===== src/rtl/seg_pkg.sv =====
// Shared types and sizes for the seven-segment display arbiter.
// The SEG_BLINK_EN build option (blink ports + timer) is handled in the
// interface and top files; nothing here depends on it.
package seg_pkg;

    typedef enum logic [1:0] {
        IDLE = 2'd0,
        OWN0 = 2'd1,
        OWN1 = 2'd2
    } seg_arb_state_t;

    typedef logic [3:0] bcd_t;

    localparam int NUM_DIGITS = 8;
    localparam int unsigned BCD_W = 4;
    localparam int unsigned BUS_W = NUM_DIGITS * BCD_W;
    localparam int unsigned EN_W  = NUM_DIGITS;

    // Counter width for a modulus of n, never narrower than one bit.
    function automatic int unsigned cnt_width(input int unsigned n);
        return (n > 1) ? $clog2(n) : 1;
    endfunction

endpackage


===== src/rtl/seg_display_arbiter_if.sv =====
// Client/display bundle of the seven-segment arbiter.
// Under SEG_BLINK_EN the per-digit blink masks are added to the bundle.
interface seg_display_arbiter_if;
    import seg_pkg::*;

    logic [1:0]       req;
    logic [BUS_W-1:0] bcd0;
    logic [BUS_W-1:0] bcd1;
    logic [EN_W-1:0]  on0;
    logic [EN_W-1:0]  on1;
    logic [1:0]       gnt;
    logic [BUS_W-1:0] bcd_out;
    logic [EN_W-1:0]  turn_on;
`ifdef SEG_BLINK_EN
    logic [EN_W-1:0]  blink0;
    logic [EN_W-1:0]  blink1;
`endif

`ifdef SEG_BLINK_EN
    // Client side: drives requests and digit data, observes the display.
    modport master (
        output req, bcd0, bcd1, on0, on1, blink0, blink1,
        input  gnt, bcd_out, turn_on
    );

    // Arbiter side.
    modport slave (
        input  req, bcd0, bcd1, on0, on1, blink0, blink1,
        output gnt, bcd_out, turn_on
    );
`else
    // Client side: drives requests and digit data, observes the display.
    modport master (
        output req, bcd0, bcd1, on0, on1,
        input  gnt, bcd_out, turn_on
    );

    // Arbiter side.
    modport slave (
        input  req, bcd0, bcd1, on0, on1,
        output gnt, bcd_out, turn_on
    );
`endif

endinterface


===== src/rtl/seg_blink_timer.sv =====
// Free-running blink phase generator: phase toggles every BLINK_PERIOD cycles.
module seg_blink_timer
    import seg_pkg::*;
#(
    parameter int unsigned BLINK_PERIOD = 8
) (
    input  logic clock,
    input  logic reset,
    output logic phase
);

    localparam int unsigned CNT_W = cnt_width(BLINK_PERIOD);
    localparam logic [CNT_W-1:0] CNT_MAX = CNT_W'(BLINK_PERIOD - 1);

    logic [CNT_W-1:0] cnt;

    // Count one half-phase, then flip the phase and restart.
    always_ff @(posedge clock) begin
        if (reset) begin
            cnt   <= '0;
            phase <= 1'b0;
        end else if (cnt == CNT_MAX) begin
            cnt   <= '0;
            phase <= ~phase;
        end else begin
            cnt   <= cnt + CNT_W'(1);
        end
    end

endmodule


===== src/rtl/seg_display_arbiter.sv =====
// Round-robin owner arbitration of the 8-digit seven-segment display with a
// minimum hold time; the owner's digits and enables are registered out.
// Build option SEG_BLINK_EN adds per-client blink masks and a blink timer.
module seg_display_arbiter
    import seg_pkg::*;
#(
    parameter int unsigned HOLD_CYCLES  = 16,
    parameter int unsigned BLINK_PERIOD = 8
) (
    input  logic                  clock,
    input  logic                  reset,
    seg_display_arbiter_if.slave  bus
);

    localparam int unsigned HOLD_W = cnt_width(HOLD_CYCLES);
    localparam logic [HOLD_W-1:0] HOLD_MAX = HOLD_W'(HOLD_CYCLES - 1);

    // Both periods must be at least one cycle.
    if (HOLD_CYCLES < 1 || BLINK_PERIOD < 1) begin : g_bad_param
        $error("seg_display_arbiter: HOLD_CYCLES and BLINK_PERIOD must be >= 1");
    end

    seg_arb_state_t   state, state_nxt;
    logic [HOLD_W-1:0] hold_cnt, hold_cnt_nxt;
    logic             last, last_nxt;
    logic [1:0]       gnt_q, gnt_nxt;
    logic [BUS_W-1:0] bcd_q, bcd_nxt;
    logic [EN_W-1:0]  on_q, on_nxt;
    logic [EN_W-1:0]  mask0_c, mask1_c;

`ifdef SEG_BLINK_EN
    logic phase;

    seg_blink_timer #(
        .BLINK_PERIOD (BLINK_PERIOD)
    ) u_blink_timer (
        .clock (clock),
        .reset (reset),
        .phase (phase)
    );

    // Digits flagged in a client's blink mask go dark during the on-phase.
    always_comb begin
        mask0_c = bus.blink0 & {EN_W{phase}};
        mask1_c = bus.blink1 & {EN_W{phase}};
    end
`else
    // Without blinking no digit is ever masked.
    always_comb begin
        mask0_c = '0;
        mask1_c = '0;
    end
`endif

    // State, hold timer, tie-break history and the registered display outputs.
    always_ff @(posedge clock) begin
        if (reset) begin
            state    <= IDLE;
            hold_cnt <= '0;
            last     <= 1'b1;
            gnt_q    <= 2'b00;
            bcd_q    <= '0;
            on_q     <= '0;
        end else begin
            state    <= state_nxt;
            hold_cnt <= hold_cnt_nxt;
            last     <= last_nxt;
            gnt_q    <= gnt_nxt;
            bcd_q    <= bcd_nxt;
            on_q     <= on_nxt;
        end
    end

    // Arbitration decision plus the values the outputs take on the next edge.
    always_comb begin
        state_nxt    = state;
        hold_cnt_nxt = hold_cnt;
        last_nxt     = last;
        gnt_nxt      = 2'b00;
        bcd_nxt      = bcd_q;
        on_nxt       = '0;

        case (state)
            IDLE: begin
                case (bus.req)
                    2'b01:   state_nxt = OWN0;
                    2'b10:   state_nxt = OWN1;
                    2'b11:   state_nxt = last ? OWN0 : OWN1;
                    default: state_nxt = IDLE;
                endcase
            end
            OWN0: begin
                if (!bus.req[0]) begin
                    state_nxt = bus.req[1] ? OWN1 : IDLE;
                end else if (bus.req[1] && hold_cnt >= HOLD_MAX) begin
                    state_nxt = OWN1;
                end
            end
            OWN1: begin
                if (!bus.req[1]) begin
                    state_nxt = bus.req[0] ? OWN0 : IDLE;
                end else if (bus.req[0] && hold_cnt >= HOLD_MAX) begin
                    state_nxt = OWN0;
                end
            end
            default: state_nxt = IDLE;
        endcase

        // A fresh owner restarts the hold timer; otherwise it saturates.
        if (state_nxt == OWN0 && state != OWN0) begin
            last_nxt     = 1'b0;
            hold_cnt_nxt = '0;
        end else if (state_nxt == OWN1 && state != OWN1) begin
            last_nxt     = 1'b1;
            hold_cnt_nxt = '0;
        end else if (hold_cnt < HOLD_MAX) begin
            hold_cnt_nxt = hold_cnt + HOLD_W'(1);
        end

        // Display follows the next owner live; with no owner digits blank
        // but the last digit values are kept.
        case (state_nxt)
            OWN0: begin
                gnt_nxt = 2'b01;
                bcd_nxt = bus.bcd0;
                on_nxt  = bus.on0 & ~mask0_c;
            end
            OWN1: begin
                gnt_nxt = 2'b10;
                bcd_nxt = bus.bcd1;
                on_nxt  = bus.on1 & ~mask1_c;
            end
            default: begin
                gnt_nxt = 2'b00;
                on_nxt  = '0;
            end
        endcase
    end

    assign bus.gnt     = gnt_q;
    assign bus.bcd_out = bcd_q;
    assign bus.turn_on = on_q;

endmodule

===== src/flat_wrapper.sv =====
// flat-port wrapper written by rule: the top's interface ports become plain ports
module seg_display_arbiter_flat import seg_pkg::*;
#(
    parameter int unsigned HOLD_CYCLES  = 16,
    parameter int unsigned BLINK_PERIOD = 8
)
  (clock, reset, bus_req, bus_bcd0, bus_bcd1, bus_on0, bus_on1, bus_gnt, bus_bcd_out, bus_turn_on);
  seg_display_arbiter_if bus_i ();
  input  logic clock;
  input  logic reset;
  input wire logic [$bits(bus_i.req)-1:0] bus_req;
  input wire logic [$bits(bus_i.bcd0)-1:0] bus_bcd0;
  input wire logic [$bits(bus_i.bcd1)-1:0] bus_bcd1;
  input wire logic [$bits(bus_i.on0)-1:0] bus_on0;
  input wire logic [$bits(bus_i.on1)-1:0] bus_on1;
  output wire logic [$bits(bus_i.gnt)-1:0] bus_gnt;
  output wire logic [$bits(bus_i.bcd_out)-1:0] bus_bcd_out;
  output wire logic [$bits(bus_i.turn_on)-1:0] bus_turn_on;
  assign bus_i.req = bus_req;
  assign bus_i.bcd0 = bus_bcd0;
  assign bus_i.bcd1 = bus_bcd1;
  assign bus_i.on0 = bus_on0;
  assign bus_i.on1 = bus_on1;
  assign bus_gnt = bus_i.gnt;
  assign bus_bcd_out = bus_i.bcd_out;
  assign bus_turn_on = bus_i.turn_on;
  seg_display_arbiter #(.HOLD_CYCLES(HOLD_CYCLES), .BLINK_PERIOD(BLINK_PERIOD)) u_core (.clock(clock), .reset(reset), .bus(bus_i));
endmodule

===== config.mk =====
export PLATFORM = sky130hd
export DESIGN_NAME = seg_display_arbiter_flat
export DESIGN_NICKNAME = d
export VERILOG_FILES = /design/src/rtl/seg_pkg.sv /design/src/rtl/seg_display_arbiter_if.sv /design/src/rtl/seg_blink_timer.sv /design/src/rtl/seg_display_arbiter.sv /design/src/flat_wrapper.sv
export SDC_FILE = /design/constraint.sdc
export NUM_CORES = 1
export LEC_CHECK = 0
export CORE_UTILIZATION = 42
export DETAILED_ROUTE_END_ITERATION = 10
export PLACE_DENSITY = 0.9
export SLEW_MARGIN = 30
export SYNTH_ARGS = -nofsm -noshare
export SYNTH_HDL_FRONTEND = slang
export SYNTH_SLANG_ARGS = --single-unit

===== constraint.sdc =====
create_clock -name clock -period 4.36 [get_ports clock]
set_input_delay 0.436 -clock clock [delete_from_list [all_inputs] [get_ports clock]]
set_output_delay 0.436 -clock clock [all_outputs]
set_load 0.01 [all_outputs]

# Yosys cells after proc, flatten, opt, wreduce, memory -nomap -nowiden
# Cells that the tools add are included.
# totals
input_bits	84
output_inout_bits	42
mem_bits_ro	0
memories	0
mem_bits_rw	0
latch_bits	0
regBits	49
# classes
order_cmp	2
bitwise_logic	0
n_eq_ne	9
muxes	14
n_reduce_logical	8
div_mod_pow	0
shift	0
addsub	1
multipliers	0
# op_table
cell	n
$pmux 32 s2	1
$pmux 8 s2	1
$mux 2	6
$pmux 2 s3	2
$eq 2x2->1 const B	4
$eq 2x1->1 const B	3
$add 4x1->4 const B	1
$ge 4x4->1 const B	1
$logic_and 1x1->1	4
$lt 4x4->1 const B	1
$pmux 2 s2	1
$reduce_bool 2->1	2
$mux 1	3
$reduce_or 3->1	1
$logic_not 2->1	1
$ne 2x1->1 const B	1
$ne 2x2->1 const B	1

# Logic depth before layout (Yosys ltp)
# logic_depth
depth_word	9
mapped_depth	10
depth_no_buf	8

# Worst setup path before layout
# Ideal clock, no wire load.
# synth_path
path_kind	reg2reg
from	register u_core.hold_cnt[0]
to	register u_core.bcd_q[10], in the netlist u_core.bus.bcd_out[10]
path_stages_with_launch	11
setup_time_ns	0.128
slack_ns	2.141
synth_period_minus_slack_ns	2.219
required_time_ns	4.232
n_path_buf	2
arrival_time_ns	2.092
cell_sequence	dfxtp_1 ha_1 nand3_1 o21ai_1 a2bb2oi_1 ha_1 buf_2 buf_4 mux2_1 mux2i_1 nor2_1
# synth_between
elab_chain_cells	7
word_cells_on_any_way	12
classes_between	order compare (1); eq/ne (2); mux (6); reduce/logical (3)
# synth_lines
element	line	rtl
start, declared	seg_display_arbiter.sv:24	logic [HOLD_W-1:0] hold_cnt, hold_cnt_nxt;
start signal, assigned	seg_display_arbiter.sv:66	hold_cnt <= hold_cnt_nxt;
$ge 4x4->1 (*)	seg_display_arbiter.sv:95, seg_display_arbiter.sv:102	
$logic_and 1x1->1, on equally long branches	seg_display_arbiter.sv:102, seg_display_arbiter.sv:95	
$mux 2, on equally long branches	seg_display_arbiter.sv:102, seg_display_arbiter.sv:95	
$mux 2, on equally long branches	seg_display_arbiter.sv:100, seg_display_arbiter.sv:93	
$pmux 2 s3 (*)	seg_display_arbiter.sv:83	case (state)
$eq 2x2->1 / $eq 2x1->1 (equally long branches)	seg_display_arbiter.sv:122	case (state_nxt)
$pmux 32 s2 / $reduce_bool 2->1 (equally long branches)	--	
end signal, assigned	seg_display_arbiter.sv:69	bcd_q <= bcd_nxt;
end, declared	seg_display_arbiter.sv:27	logic [BUS_W-1:0] bcd_q, bcd_nxt;
# Every way passes the cells marked *; elsewhere a longest branch is shown, timed or not.
# A chain may end at the register's enable or synchronous reset.

# Worst setup path in the final report
# layout_path
from	register u_core.hold_cnt[0]
to	register u_core.bcd_q[19], in the netlist u_core.bus.bcd_out[19]
# The elaborated chain is that of the path after synthesis.

==> summary.md <==
| Metric | Value |
|---|---|
| Status | finished clean |
| Overall routed net length | 5.95 mm |
| Max-cap violations | 0 |
| Wirelength per Cell | 14.5 um |
| Post-synthesis sequential area ratio | 43.3% |
| Filler Cell Count | 408 |
| # Post-CTS Setup Buffers | 0 |
| I/O pin cnt | 126 |
| Worst-Margin Slew | 0.584 ns |
| FP Rows | 26 |
| GRT overflow | 0 |
| Clk_skew | 0.00237 ns |
| CTS tree | built |
| Post-CTS Resized | 0 |
| Commonest cells after routing, fill and taps aside | 125 x clkdlybuf4s50_1, 49 x dfxtp_1, 44 x nor2_1 |
| Area of the mapped netlist | 2270 um2 |
| Worst setup SP type | register |
| Cell Pwr Density | 359 nW/um2 |
| Min Tclk post-route | 2.74 ns |
| Family with the most delay on the worst path | adder cells |
| Via count | 2,052 |
| Die Area | 5700 um2 |
| CP bufs+invs | 0 |
| Crit path cell chain | ha_1 > nand3_1 > o21ai_1 > a2bb2oi_1 > ha_4 > mux2_1 > mux2i_1 > nor2_1 |
| Synthesized flop and latch total | 49 |
| Post-Syn Nets | 312 |
| Vias in the first global route | 2,019 |
| Hold Path Class | register to register |
| Chip height | 75.5 um |
| First-pass GRT wire length | 8.85 mm |
| Crit Path Class | register to register |
| Slowest cell delay on critical path | 0.57 ns |
| Final hold violations | 0 |
| DRC viols | 0 |
| TritonCTS Buffers | 5 |
| LEAKAGE | 1.48 nW |
| # port buffers | 125 |
| Final WS setup | 1.62 ns |
| Final setup vio count | 0 |
| Gpl congestion | 0.791 |
| Worst-path clk slew | 0.09 ns |
| Detail Route Antenna Nets | 0 |
| Final slew viol count | 0 |
| Most common cell after layout, fill and taps aside | clkdlybuf4s50_1 |
| Relative slew slack | 61.0% |
| Worst-path cell with the longest stage delay | ha_4 |
| Post-synth cell types | 28 |
| Drt first-iter violations | 68 |
| Required @ worst endpoint | 4.54 ns |
| Ys Warns | 0 |
| Die W | 75.5 um |
| Fin area | 3650 um2 |
| Antenna violations before repair | 0 |
| Initial Util | 44.1% |
| Nets@finish | 430 |
| # diodes | 0 |
| CP arrival | 2.92 ns |
| Share of cells above drive strength 1 | 3.22% |
| Total power | 0.00131 W |
| Pre-CTS WS | 1.26 ns |
| VDD IR max | 0.000284 V |
| Placeable Area | 5140 um2 |
| Critical path fanouts, max | 43 |
| Area taken by multi-input logic gates | 1210 um2 |
| Synth Area per Inst | 10.1 um2 |
| Longest Clk Path Bufs | 2 |
| H-tree levels | 2 |
| Dpl hpwl | 4.38 mm |
| Vias per cell | 4.98 |
| RSZ-0062 raised after global routing | no |
| Register area | 981 um2 |
| CTS Root Cell | clkbuf_8 |
| Crit. End Element | register |
| Synthesized instance count | 224 |
| DP Area | 3540 um2 |
| Largest net degree at the start of global routing | 44 |
| Hold_buf cts | 0 |
| Final worst path period share | 62.9% |
| Aggregate global-route resource usage | 20.5% |
| DR pass1 iterations | 4 |
| Area Growth Syn to Fin | 61.1% |
| Highest clock rate | 365 MHz |
| CTS sink count | 49 |
| Latest clock arrival within the worst-skew pair | 0.30 ns |
| Setup_tns | 0 ns |
[sequential cells by signal, indices dropped and copies added, names as in the netlist]
signal and count:
u_core.bus.turn_on 8, u_core.state 2, u_core.bus.bcd_out 32, u_core.last 1
u_core.hold_cnt 4, u_core.bus.gnt 2
[cell families (layout without fill, tap and decap cells)]
kind of cell / count (synthesis) / count (layout) / share of synthesized area, %
XOR/XNOR: 1 / 1 / 0.386
flip-flops: 49 / 49 / 43.3
adder cells (fa/ha/maj): 4 / 4 / 2.21
buffers and inverters: 19 / 137 / 4.08
AND/OR/NAND/NOR: 64 / 64 / 12.4
AO/OA/AOI/OAI: 21 / 21 / 6.73
multiplexers: 66 / 66 / 30.9
[power by group]
group / internal, W / switching, W / leakage, nW
sequential: 0.000507 / 0.0000315 / 0.403
clock: 0.000167 / 0.000146 / 0.0540
combinational: 0.000269 / 0.000192 / 1.02
[worst register-to-register path, cell delays in order (launching register included)]
cell and delay [ns]:
dfxtp_1 0.38, ha_1 0.25, nand3_1 0.22, o21ai_1 0.28
a2bb2oi_1 0.30, ha_4 0.57, mux2_1 0.42, mux2i_1 0.13
nor2_1 0.06
[layer usage]
layer / part of all wire (%) / global-route usage [%] / wire length, um
met1: 40 / 22.0 / 2380
met2: 49 / 38.8 / 2930
met3: 9.6 / 5.69 / 571
met4: 1.3 / 6.79 / 76
met5: 0 / 0 / 0
[final cells by class]
cell class | instances | share of cell area [%]
Clock buffer | 5 | 1.88
Clock inverter | 2 | 0.959
Inverter | 4 | 0.411
Multi-Input combinational cell | 156 | 33.0
Sequential cell | 49 | 26.9
Tap cell | 70 | 2.40
Timing Repair Buffer | 126 | 34.5
[synthesized netlist by cell type, drive strengths merged]
library cell,number,area share (%)
o21bai,1,0.33
o2bb2ai,2,0.77
nor2b,3,0.83
or2,2,0.55
nand2b,3,0.83
a221oi,1,0.66
o311ai,1,0.39
or3,1,0.50
mux2i,34,15
nor2,44,7.3
dfxtp,49,43
a21oi,4,0.88
a22oi,8,2.6
xnor2,1,0.39
inv,4,0.66
nand3,3,0.66
mux2,32,16
nor3,3,0.66
a2bb2oi,1,0.39
ha,4,2.2
clkbuf,4,0.66
nand2,3,0.50
buf,11,2.8
nand4,1,0.28
o21ai,3,0.66
nand3b,1,0.33
[worst paths after layout]
path | startpoint | end | slack, ns | cells past startpoint
min reg2reg | u_core.bus.bcd_out[31] | u_core.bus.bcd_out[31] | 0.50 | 2
max reg2reg | u_core.hold_cnt[0] | u_core.bus.bcd_out[19] | 1.62 | 8
max | u_core.hold_cnt[0] | u_core.bus.bcd_out[19] | 1.62 | 8
min | u_core.bus.bcd_out[31] | u_core.bus.bcd_out[31] | 0.50 | 2
[per-stage QoR]
stage / utilization (%) / std cells / hold WS [ns]
floorplan: - / 224 / 0.467
global placement: 68.8 / 405 / 0.475
detailed placement: 68.8 / 405 / 0.485
CTS: 70.9 / 412 / 0.505
global route: 71.1 / 412 / 0.535
finish: 71.1 / 412 / 0.500
Power figures use the tool's default switching activity.
